### src/rtl/uart_rx.sv
// uart_rx: 8N1 asynchronous serial receiver for the machine's `debug` line.
// Decodes LSB-first frames into bytes with a one-cycle valid strobe.
//
// Optional feature macro: UART_RX_PARITY_EN
//   When defined, frames are 8E1 and a parity_err strobe output is added.
//
// Parameters:
//   CLKS_PER_BIT  clk cycles per serial bit (4..65535)
//   CNT_W         bit-timing counter width (2^CNT_W > CLKS_PER_BIT)
//
// Ports:
//   clk         system clock, rising edge
//   rst         synchronous active-high reset
//   rx          serial input, idle high, asynchronous
//   data        last good byte, held until the next good byte
//   valid       one-cycle strobe, data valid this cycle
//   frame_err   one-cycle strobe, stop bit sampled low
//   parity_err  one-cycle strobe, even parity failed (UART_RX_PARITY_EN only)
//   busy        high while a frame is in progress
module uart_rx #(
  parameter int unsigned CLKS_PER_BIT = 16,
  parameter int unsigned CNT_W        = 16
) (
  input  logic       clk,
  input  logic       rst,
  input  logic       rx,
  output logic [7:0] data,
  output logic       valid,
  output logic       frame_err,
`ifdef UART_RX_PARITY_EN
  output logic       parity_err,
`endif
  output logic       busy
);

  localparam logic [CNT_W-1:0] HALF_M1 = CNT_W'(CLKS_PER_BIT / 2 - 1);
  localparam logic [CNT_W-1:0] BIT_M1  = CNT_W'(CLKS_PER_BIT - 1);

  typedef enum logic [2:0] {
    IDLE,
    START,
    DATA,
`ifdef UART_RX_PARITY_EN
    PARITY,
`endif
    STOP
  } state_t;

  state_t           state, state_n;
  logic [CNT_W-1:0] cnt, cnt_n;
  logic [2:0]       bit_idx, bit_idx_n;
  logic [7:0]       shift, shift_n;
  logic [7:0]       data_n;
  logic             valid_n, frame_err_n;
  // Cleared by a low stop sample; IDLE ignores a low line until it has
  // been seen high again, so a held break produces only one frame_err.
  logic             armed, armed_n;
  logic             rx_m, rx_s;
`ifdef UART_RX_PARITY_EN
  logic             par_bit, par_bit_n;
  logic             parity_err_n;
  logic             parity_bad;
`endif

  assign busy = (state != IDLE);

  always_ff @(posedge clk) begin
    if (rst) begin
      rx_m      <= 1'b1;
      rx_s      <= 1'b1;
      state     <= IDLE;
      cnt       <= '0;
      bit_idx   <= '0;
      shift     <= '0;
      data      <= '0;
      valid     <= 1'b0;
      frame_err <= 1'b0;
      armed     <= 1'b1;
`ifdef UART_RX_PARITY_EN
      par_bit    <= 1'b0;
      parity_err <= 1'b0;
`endif
    end else begin
      rx_m      <= rx;
      rx_s      <= rx_m;
      state     <= state_n;
      cnt       <= cnt_n;
      bit_idx   <= bit_idx_n;
      shift     <= shift_n;
      data      <= data_n;
      valid     <= valid_n;
      frame_err <= frame_err_n;
      armed     <= armed_n;
`ifdef UART_RX_PARITY_EN
      par_bit    <= par_bit_n;
      parity_err <= parity_err_n;
`endif
    end
  end

  always_comb begin
    state_n     = state;
    cnt_n       = cnt;
    bit_idx_n   = bit_idx;
    shift_n     = shift;
    data_n      = data;
    valid_n     = 1'b0;
    frame_err_n = 1'b0;
    armed_n     = armed;
`ifdef UART_RX_PARITY_EN
    par_bit_n    = par_bit;
    parity_err_n = 1'b0;
    parity_bad   = ^{shift, par_bit};
`endif
    case (state)
      IDLE: begin
        if (rx_s) begin
          armed_n = 1'b1;
        end else if (armed) begin
          state_n = START;
          cnt_n   = '0;
        end
      end
      START: begin
        if (cnt == HALF_M1) begin
          if (!rx_s) begin
            state_n   = DATA;
            cnt_n     = '0;
            bit_idx_n = '0;
          end else begin
            state_n = IDLE;
          end
        end else begin
          cnt_n = cnt + 1'b1;
        end
      end
      DATA: begin
        if (cnt == BIT_M1) begin
          cnt_n            = '0;
          shift_n[bit_idx] = rx_s;
          if (bit_idx == 3'd7) begin
`ifdef UART_RX_PARITY_EN
            state_n = PARITY;
`else
            state_n = STOP;
`endif
          end else begin
            bit_idx_n = bit_idx + 3'd1;
          end
        end else begin
          cnt_n = cnt + 1'b1;
        end
      end
`ifdef UART_RX_PARITY_EN
      PARITY: begin
        if (cnt == BIT_M1) begin
          cnt_n     = '0;
          par_bit_n = rx_s;
          state_n   = STOP;
        end else begin
          cnt_n = cnt + 1'b1;
        end
      end
`endif
      STOP: begin
        if (cnt == BIT_M1) begin
          // Leaving at mid-stop-bit lets an immediately following start
          // bit be caught without losing cycles.
          state_n = IDLE;
`ifdef UART_RX_PARITY_EN
          parity_err_n = parity_bad;
          if (rx_s) begin
            if (!parity_bad) begin
              data_n  = shift;
              valid_n = 1'b1;
            end
          end else begin
            frame_err_n = 1'b1;
            armed_n     = 1'b0;
          end
`else
          if (rx_s) begin
            data_n  = shift;
            valid_n = 1'b1;
          end else begin
            frame_err_n = 1'b1;
            armed_n     = 1'b0;
          end
`endif
        end else begin
          cnt_n = cnt + 1'b1;
        end
      end
      default: state_n = IDLE;
    endcase
  end

endmodule
### config.mk
export PLATFORM = sky130hd
export DESIGN_NAME = uart_rx
export DESIGN_NICKNAME = d
export VERILOG_FILES = /design/src/rtl/uart_rx.sv
export SDC_FILE = /design/constraint.sdc
export NUM_CORES = 1
export LEC_CHECK = 0
export ABC_AREA = 1
export CORE_ASPECT_RATIO = 0.5
export CORE_MARGIN = 2
export CORE_UTILIZATION = 45
export DETAILED_ROUTE_END_ITERATION = 12
export GPL_TIMING_DRIVEN = 0
export PLACE_DENSITY = 0.72
export REMOVE_ABC_BUFFERS = 1
export SETUP_SLACK_MARGIN = 0.02
export SLEW_MARGIN = 30
export SYNTH_ARGS = -nofsm -noshare
export SYNTH_HDL_FRONTEND = slang
export SYNTH_SLANG_ARGS = --single-unit
### constraint.sdc
create_clock -name clk -period 1.35 [get_ports clk]
set_input_delay 0.27 -clock clk [delete_from_list [all_inputs] [get_ports clk]]
set_output_delay 0.27 -clock clk [all_outputs]
set_load 0.02 [all_outputs]
==> results of run 1 <==
-- critical path: cells and delay by family (launching register included) --
kind | cells | cell delay [ns]
AND/OR/NAND/NOR | 4 | 0.61
flip-flops | 1 | 0.37
AO/OA/AOI/OAI | 2 | 0.20
adder cells (fa/ha/maj) | 1 | 0.17
buffers and inverters | 1 | 0.14
-- through the flow --
stage	instance area (µm²)	total power, W	hold slack, ns	instances	utilization
after global placement	2360	0.00157	0.397	396	0.518
after floorplan	2140	0.00149	0.339	317	-
after CTS	2720	0.00258	0.422	416	0.597
final	2850	0.00268	0.423	426	0.625
after global routing	2850	0.00275	0.432	426	0.625
after detailed placement	2360	0.00157	0.404	396	0.518
-- cell families after synthesis --
group,Yosys count
buffers and inverters,50
AOI/OAI and AO/OA,52
and+or+nand+nor,178
xor gates and xnor gates,1
adders and majority gates,3
DFF,42
-- final timing paths --
check / start / to / slack, ns / depth (start not counted)
setup / recovery: cnt[0] / data[7] / -0.22 / 8
hold reg to reg: rx_m / rx_s / 0.42 / 1
hold / removal: rx_m / rx_s / 0.42 / 1
setup reg to reg: cnt[0] / data[7] / -0.22 / 8
-- cells in the final DEF (no fill, tap or decap), drive strengths merged --
master	netlist	layout
clkinvlp	0	2
a211oi	1	1
dfxtp	42	42
clkdlybuf4s50	0	1
o21ai	17	17
clkbuf	4	5
bufinv	0	1
nor2	53	53
ha	3	3
a21oi	29	29
nand3	24	25
o211ai	4	4
nand4	5	5
inv	41	39
or2	3	3
dlygate4sd2	0	10
clkinv	0	2
nor3	6	6
xor2	1	1
nand2	87	87
clkdlybuf4s18	0	1
buf	5	22
o21bai	1	1
-- power groups by stage --
| stage | registers, W | logic (W) | clock network [W] |
|---|---|---|---|
| global route | 0.00130 | 0.000417 | 0.00104 |
| global placement | 0.00133 | 0.000244 | 0 |
| floorplan | 0.00131 | 0.000174 | 0 |
| detailed placement | 0.00133 | 0.000247 | 0 |
| finish | 0.00129 | 0.000384 | 0.00100 |
| CTS | 0.00130 | 0.000286 | 0.00100 |
-- sequential cells by signal (all words and copies together) (netlist names), 2 cells and up --
signal / count
bit_idx: 3
state: 2
shift: 8
cnt: 16
data: 8
-- final cells by class --
type                    count  area [µm²]  area share
well taps                  66        82.6      0.0290
clock inverters             3        40.0      0.0141
inverters                  41         171      0.0602
clock buffers               5        68.8      0.0242
flip-flops and latches     42         880       0.309
multi-input cells         235        1310       0.461
repair buffers             34         293       0.103
-- metal layers --
metal  vias to the layer above  part of all wire  global-route usage
met5                         -                 0                   0
met4                         0             0.010              0.0724
met3                         6             0.040              0.0436
met2                        46              0.50               0.377
met1                      1027              0.45               0.238
li1                       1106                 -                   -
-- timing repair --
| action | CTS | global route |
|---|---|---|
| endpoints found under the setup margin | 53 | 41 |
| gates cloned | 0 | 1 |
| resized for setup | 82 | 19 |
| setup buffers | 12 | 9 |
| pin swaps | 21 | 10 |
==> flow_summary.toml, run 1 <==
[synth]
synthTopCellsByArea = "dfxtp_1 (38%), nand2_1 (14%), nor2_1 (7.7%)"
syn_area_mm2 = 0.00220
synth_fa_ha_area_frac = 0.0170
syn_area_per_cell_um2 = 6.76
ys_seq_elements = 42
yosys.area_share.xor_xnor = 0.00398
synth-compound-area-share = 0.128
yosys.area_share.simple = 0.373
synth-edff-count = 0
synth_cells = 326
synth_top_family_by_area = "simple AND/OR/NAND/NOR gates"
async_flop_share = 0
ys_warn_count = 0
synthFlopType = "dfxtp_1"
synthTopCellsByCount = "nand2_1 (85), nor2_1 (45), dfxtp_1 (42)"
yosysSeqAreaShare = 0.382
synth_top_area_frac = 0.382
synth.largest_area_cell = "dfxtp_1"
synthDistinctLibCells = 28
yosysMostFrequentCell = "nand2_1"
synth_mux_area_frac = 0

[power]
ir_drop_v = 0.000666
p_per_area_mw_per_mm2 = 941
pwr-share-clk = 0.373
p_int_w = 0.00194
combPwrFrac = 0.143
p_leak_nw = 1.20
switching_share = 0.274
power_frac_seq = 0.483
p_sw_w = 0.000734

[grt]
grtUsageTotal = 0.204
grt_overflow = 0
grt_pass1_vias = 2061
grt_max_degree = 25
antenna_found_initial = 0
grt_pass1_wl_um = 8670

[die]
die_h_um = 53.5
placeableCoreArea_mm2 = 0.00455
rows = 17
initial_core_util = 0.484
fp.dieW_um = 103
die_area_mm2 = 0.00551
pin_count = 14

[clock_network]
ctsHoldBuffers = 0
clock_sinks = 42
cts_root_buf = "clkbuf_8"
cts_buffers = 5
cts_tree = "done"
cts-htree-levels = 2
cts_buffer_depth = 2
clock_latency_ns = 0.30
clk_pin_slew_ns = 0.08

[place]
port_buffers = 13
routabilityCongestion = 0.835
place_hpwl_um = 3300
pre_cts_ws_ns = -1.05

[sta]
setup-tns-final_ns = -5.53
setup_ws_ns = -0.223
final.setup_skew_ns = 0.00647
post-route-period-util = 1.17
period_minus_slack_ns = 1.57
worst_pin_slew_ns = 0.586
fmax_mhz = 636
maxSlewHeadroom = 0.610
setup_viol = 39
finalMaxSlewViolations = 0
rsz0062_at_grt = "yes"
finalHoldViolCount = 0

[worst_setup_path]
slowest_delay_ns = 0.37
crit_fanout = 8
crit_arrival_ns = 1.80
start_kind = "flip-flop"
cp_slowest_cell = "dfxtp_4"
cp_common_cell = "nand3_4"
crit_type = "flip-flop to flip-flop"
cp-end-kind = "flip-flop"
worstPathRequired_ns = 1.57
worstPathCellList = "ha_4 -> nand3_4 -> nor2_4 -> nand3_4 -> nor2_8 -> buf_12 -> o21ai_1 -> a21oi_1"

[drt]
totalWireLength_um = 5550
route.detailed.drc = 0
dr_total_vias = 2185
ant_nets = 0
wl_per_cell_um = 13.0
drtIter0Drc = 87
vias_per_cell = 5.13
firstDrtPassIters = 4

[layout]
syn_to_final_growth_pct = 29.2
diodes = 0
fill_cells = 387
final_net_count = 365
layout-drive-gt1-share = 0.283

[hold_path]
hp-class = "flip-flop to flip-flop"

[run]
cap_violations = 0

[run_status]
violations = "negative setup slack"
status = "finished, violations left"
No activity file was read; power rests on OpenSTA's default activity.
==> inputs of run 2 (changes only) <==
clock period = 1.3 ns   (was 1.35 ns; I/O delays follow)
==> run 2 against run 1 <==
Against the previous run:
- the flow still finishes with violations (negative setup slack)
- global-route usage grew 1.5 points
- fmax shrank 3.0%
- design area grew 6.9%
- core utilization grew 4.3 points
- flip-flop and latch count is the same
- die area is the same
- largest cell class unchanged
- largest power group unchanged
==> flow_summary.toml, run 2 (same netlist as run 1, synthesis figures left out) <==
[run_status]
status = "finished, violations left"
violations = "negative setup slack"

[drt]
totalWireLength_um = 6380
drtIter0Drc = 115
wl_per_cell_um = 14.6
vias_per_cell = 5.42
firstDrtPassIters = 5
route.detailed.drc = 0
dr_total_vias = 2363
ant_nets = 0

[power]
p_leak_nw = 1.31
p_per_area_mw_per_mm2 = 932
ir_drop_v = 0.000567

[die]
fp.dieW_um = 103
initial_core_util = 0.484
placeableCoreArea_mm2 = 0.00455
pin_count = 14
rows = 17
die_area_mm2 = 0.00551
die_h_um = 53.5

[layout]
post-route-cell-area_mm2 = 0.00304
layout_common_cells = "nand2_1 (67), inv_1 (34), nor2_1 (32), buf_4 (25), dfxtp_1 (22)"
final_net_count = 375
diodes = 0
fill_cells = 357
largest_reg_flops = 16
top_register = "cnt"
syn_to_final_growth_pct = 38.0
top_regs = "cnt: 16 flops, data: 8 flops, shift: 8 flops"
final_core_util = 0.668
layout-drive-gt1-share = 0.362
final_common_cell = "nand2_1"

[clock_network]
cts-htree-levels = 2
cts_tree = "done"
cts_root_buf = "clkbuf_8"
clk_pin_slew_ns = 0.09
clock_latency_ns = 0.30
cts_buffers = 5
clock_sinks = 42
cts_buffer_depth = 2

[worst_setup_path]
crit_type = "flip-flop to flip-flop"
cp-end-kind = "flip-flop"
crit_fanout = 6
crit_path_start = "cnt[6]"
crit_arrival_ns = 1.82
reg2reg_from = "cnt[6]"
worstPathRequired_ns = 1.50
start_kind = "flip-flop"

[sta]
maxSlewHeadroom = 0.533
post-route-period-util = 1.25
setup_viol = 41
final.setup_skew_ns = 0.0139
finalMaxSlewViolations = 0
finalHoldViolCount = 0
fmax_mhz = 616
period_minus_slack_ns = 1.62
worst_pin_slew_ns = 0.701
setup-tns-final_ns = -10.21
setup_ws_ns = -0.322
rsz0062_at_grt = "yes"

[place]
port_buffers = 13
place_hpwl_um = 3300
placed_cell_area_mm2 = 0.00236
pre_cts_ws_ns = -1.09
routabilityCongestion = 0.835

[run]
cap_violations = 0

[grt]
grt_pass1_vias = 2082
grtUsageTotal = 0.219
grt_overflow = 0
grt_max_degree = 25
grt_pass1_wl_um = 9230
antenna_found_initial = 0

[hold_path]
hp-class = "flip-flop to flip-flop"
hp-start = "rx_m"
[run 2: cell types whose count changed in the layout (fill, tap and decap cells not counted), moves of 3 or more]
cell / delta
buf_4: +6
nand2_4: +4
dfxtp_1: -3
nand2_1: -8
buf_6: +4
nand2_2: +4
a21oi_1: -5
nor2_2: +4
a21oi_2: +5
nor2_1: -5
[run 2: final timing paths]
check | endpoint | slack (ns) | cells past startpoint
setup reg to reg | cnt[3] | -0.32 | 9
hold reg to reg | rx_s | 0.43 | 1
hold / removal | rx_s | 0.43 | 1
setup / recovery | cnt[3] | -0.32 | 9
[run 2: layout make-up]
class,instances,area [µm²],area share
multi-input combinational,235,1410,0.465
tap,66,82.6,0.0271
timing repair buffer,44,384,0.126
inverter,41,166,0.0547
sequential,42,886,0.291
clock buffer,5,68.8,0.0226
clock inverter,3,40.0,0.0132
[run 2: what timing repair did]
action	in CTS	in global routing
pin swaps	19	25
gates cloned	1	0
hold buffers	0	0
setup buffers	14	17
setup endpoints to repair	53	41
resized for setup	78	55
[run 2: worst max-delay path, stage by stage, from the launching register on]
cell and delay (ns):
dfxtp_2 0.36, nor2_2 0.17, nand2_2 0.13, nor2_4 0.20, nand3_4 0.17, buf_4 0.18
nand4_1 0.10, nand2_1 0.09, nand2_1 0.07, nor2_1 0.04
[run 2: routing by layer]
metal,vias up,GRT usage,share of wire
met5,-,0,0
met4,0,0.0746,0.034
met3,24,0.0462,0.046
met2,84,0.398,0.50
met1,1118,0.260,0.42
li1,1137,-,-
[run 2: report_power, final]
| group | switching, W | internal [W] |
|---|---|---|
| sequential | 0.0000423 | 0.00130 |
| clock | 0.000472 | 0.000566 |
| combinational | 0.000277 | 0.000178 |
[run 2: metrics by stage]
stage / power, W / hold WS [ns] / cells
2_1_floorplan: 0.00154 / 0.329 / 317
3_3_place_gp: 0.00163 / 0.397 / 396
3_5_place_dp: 0.00163 / 0.404 / 396
4_1_cts: 0.00271 / 0.422 / 419
5_1_grt: 0.00292 / 0.440 / 436
6_report: 0.00283 / 0.431 / 436
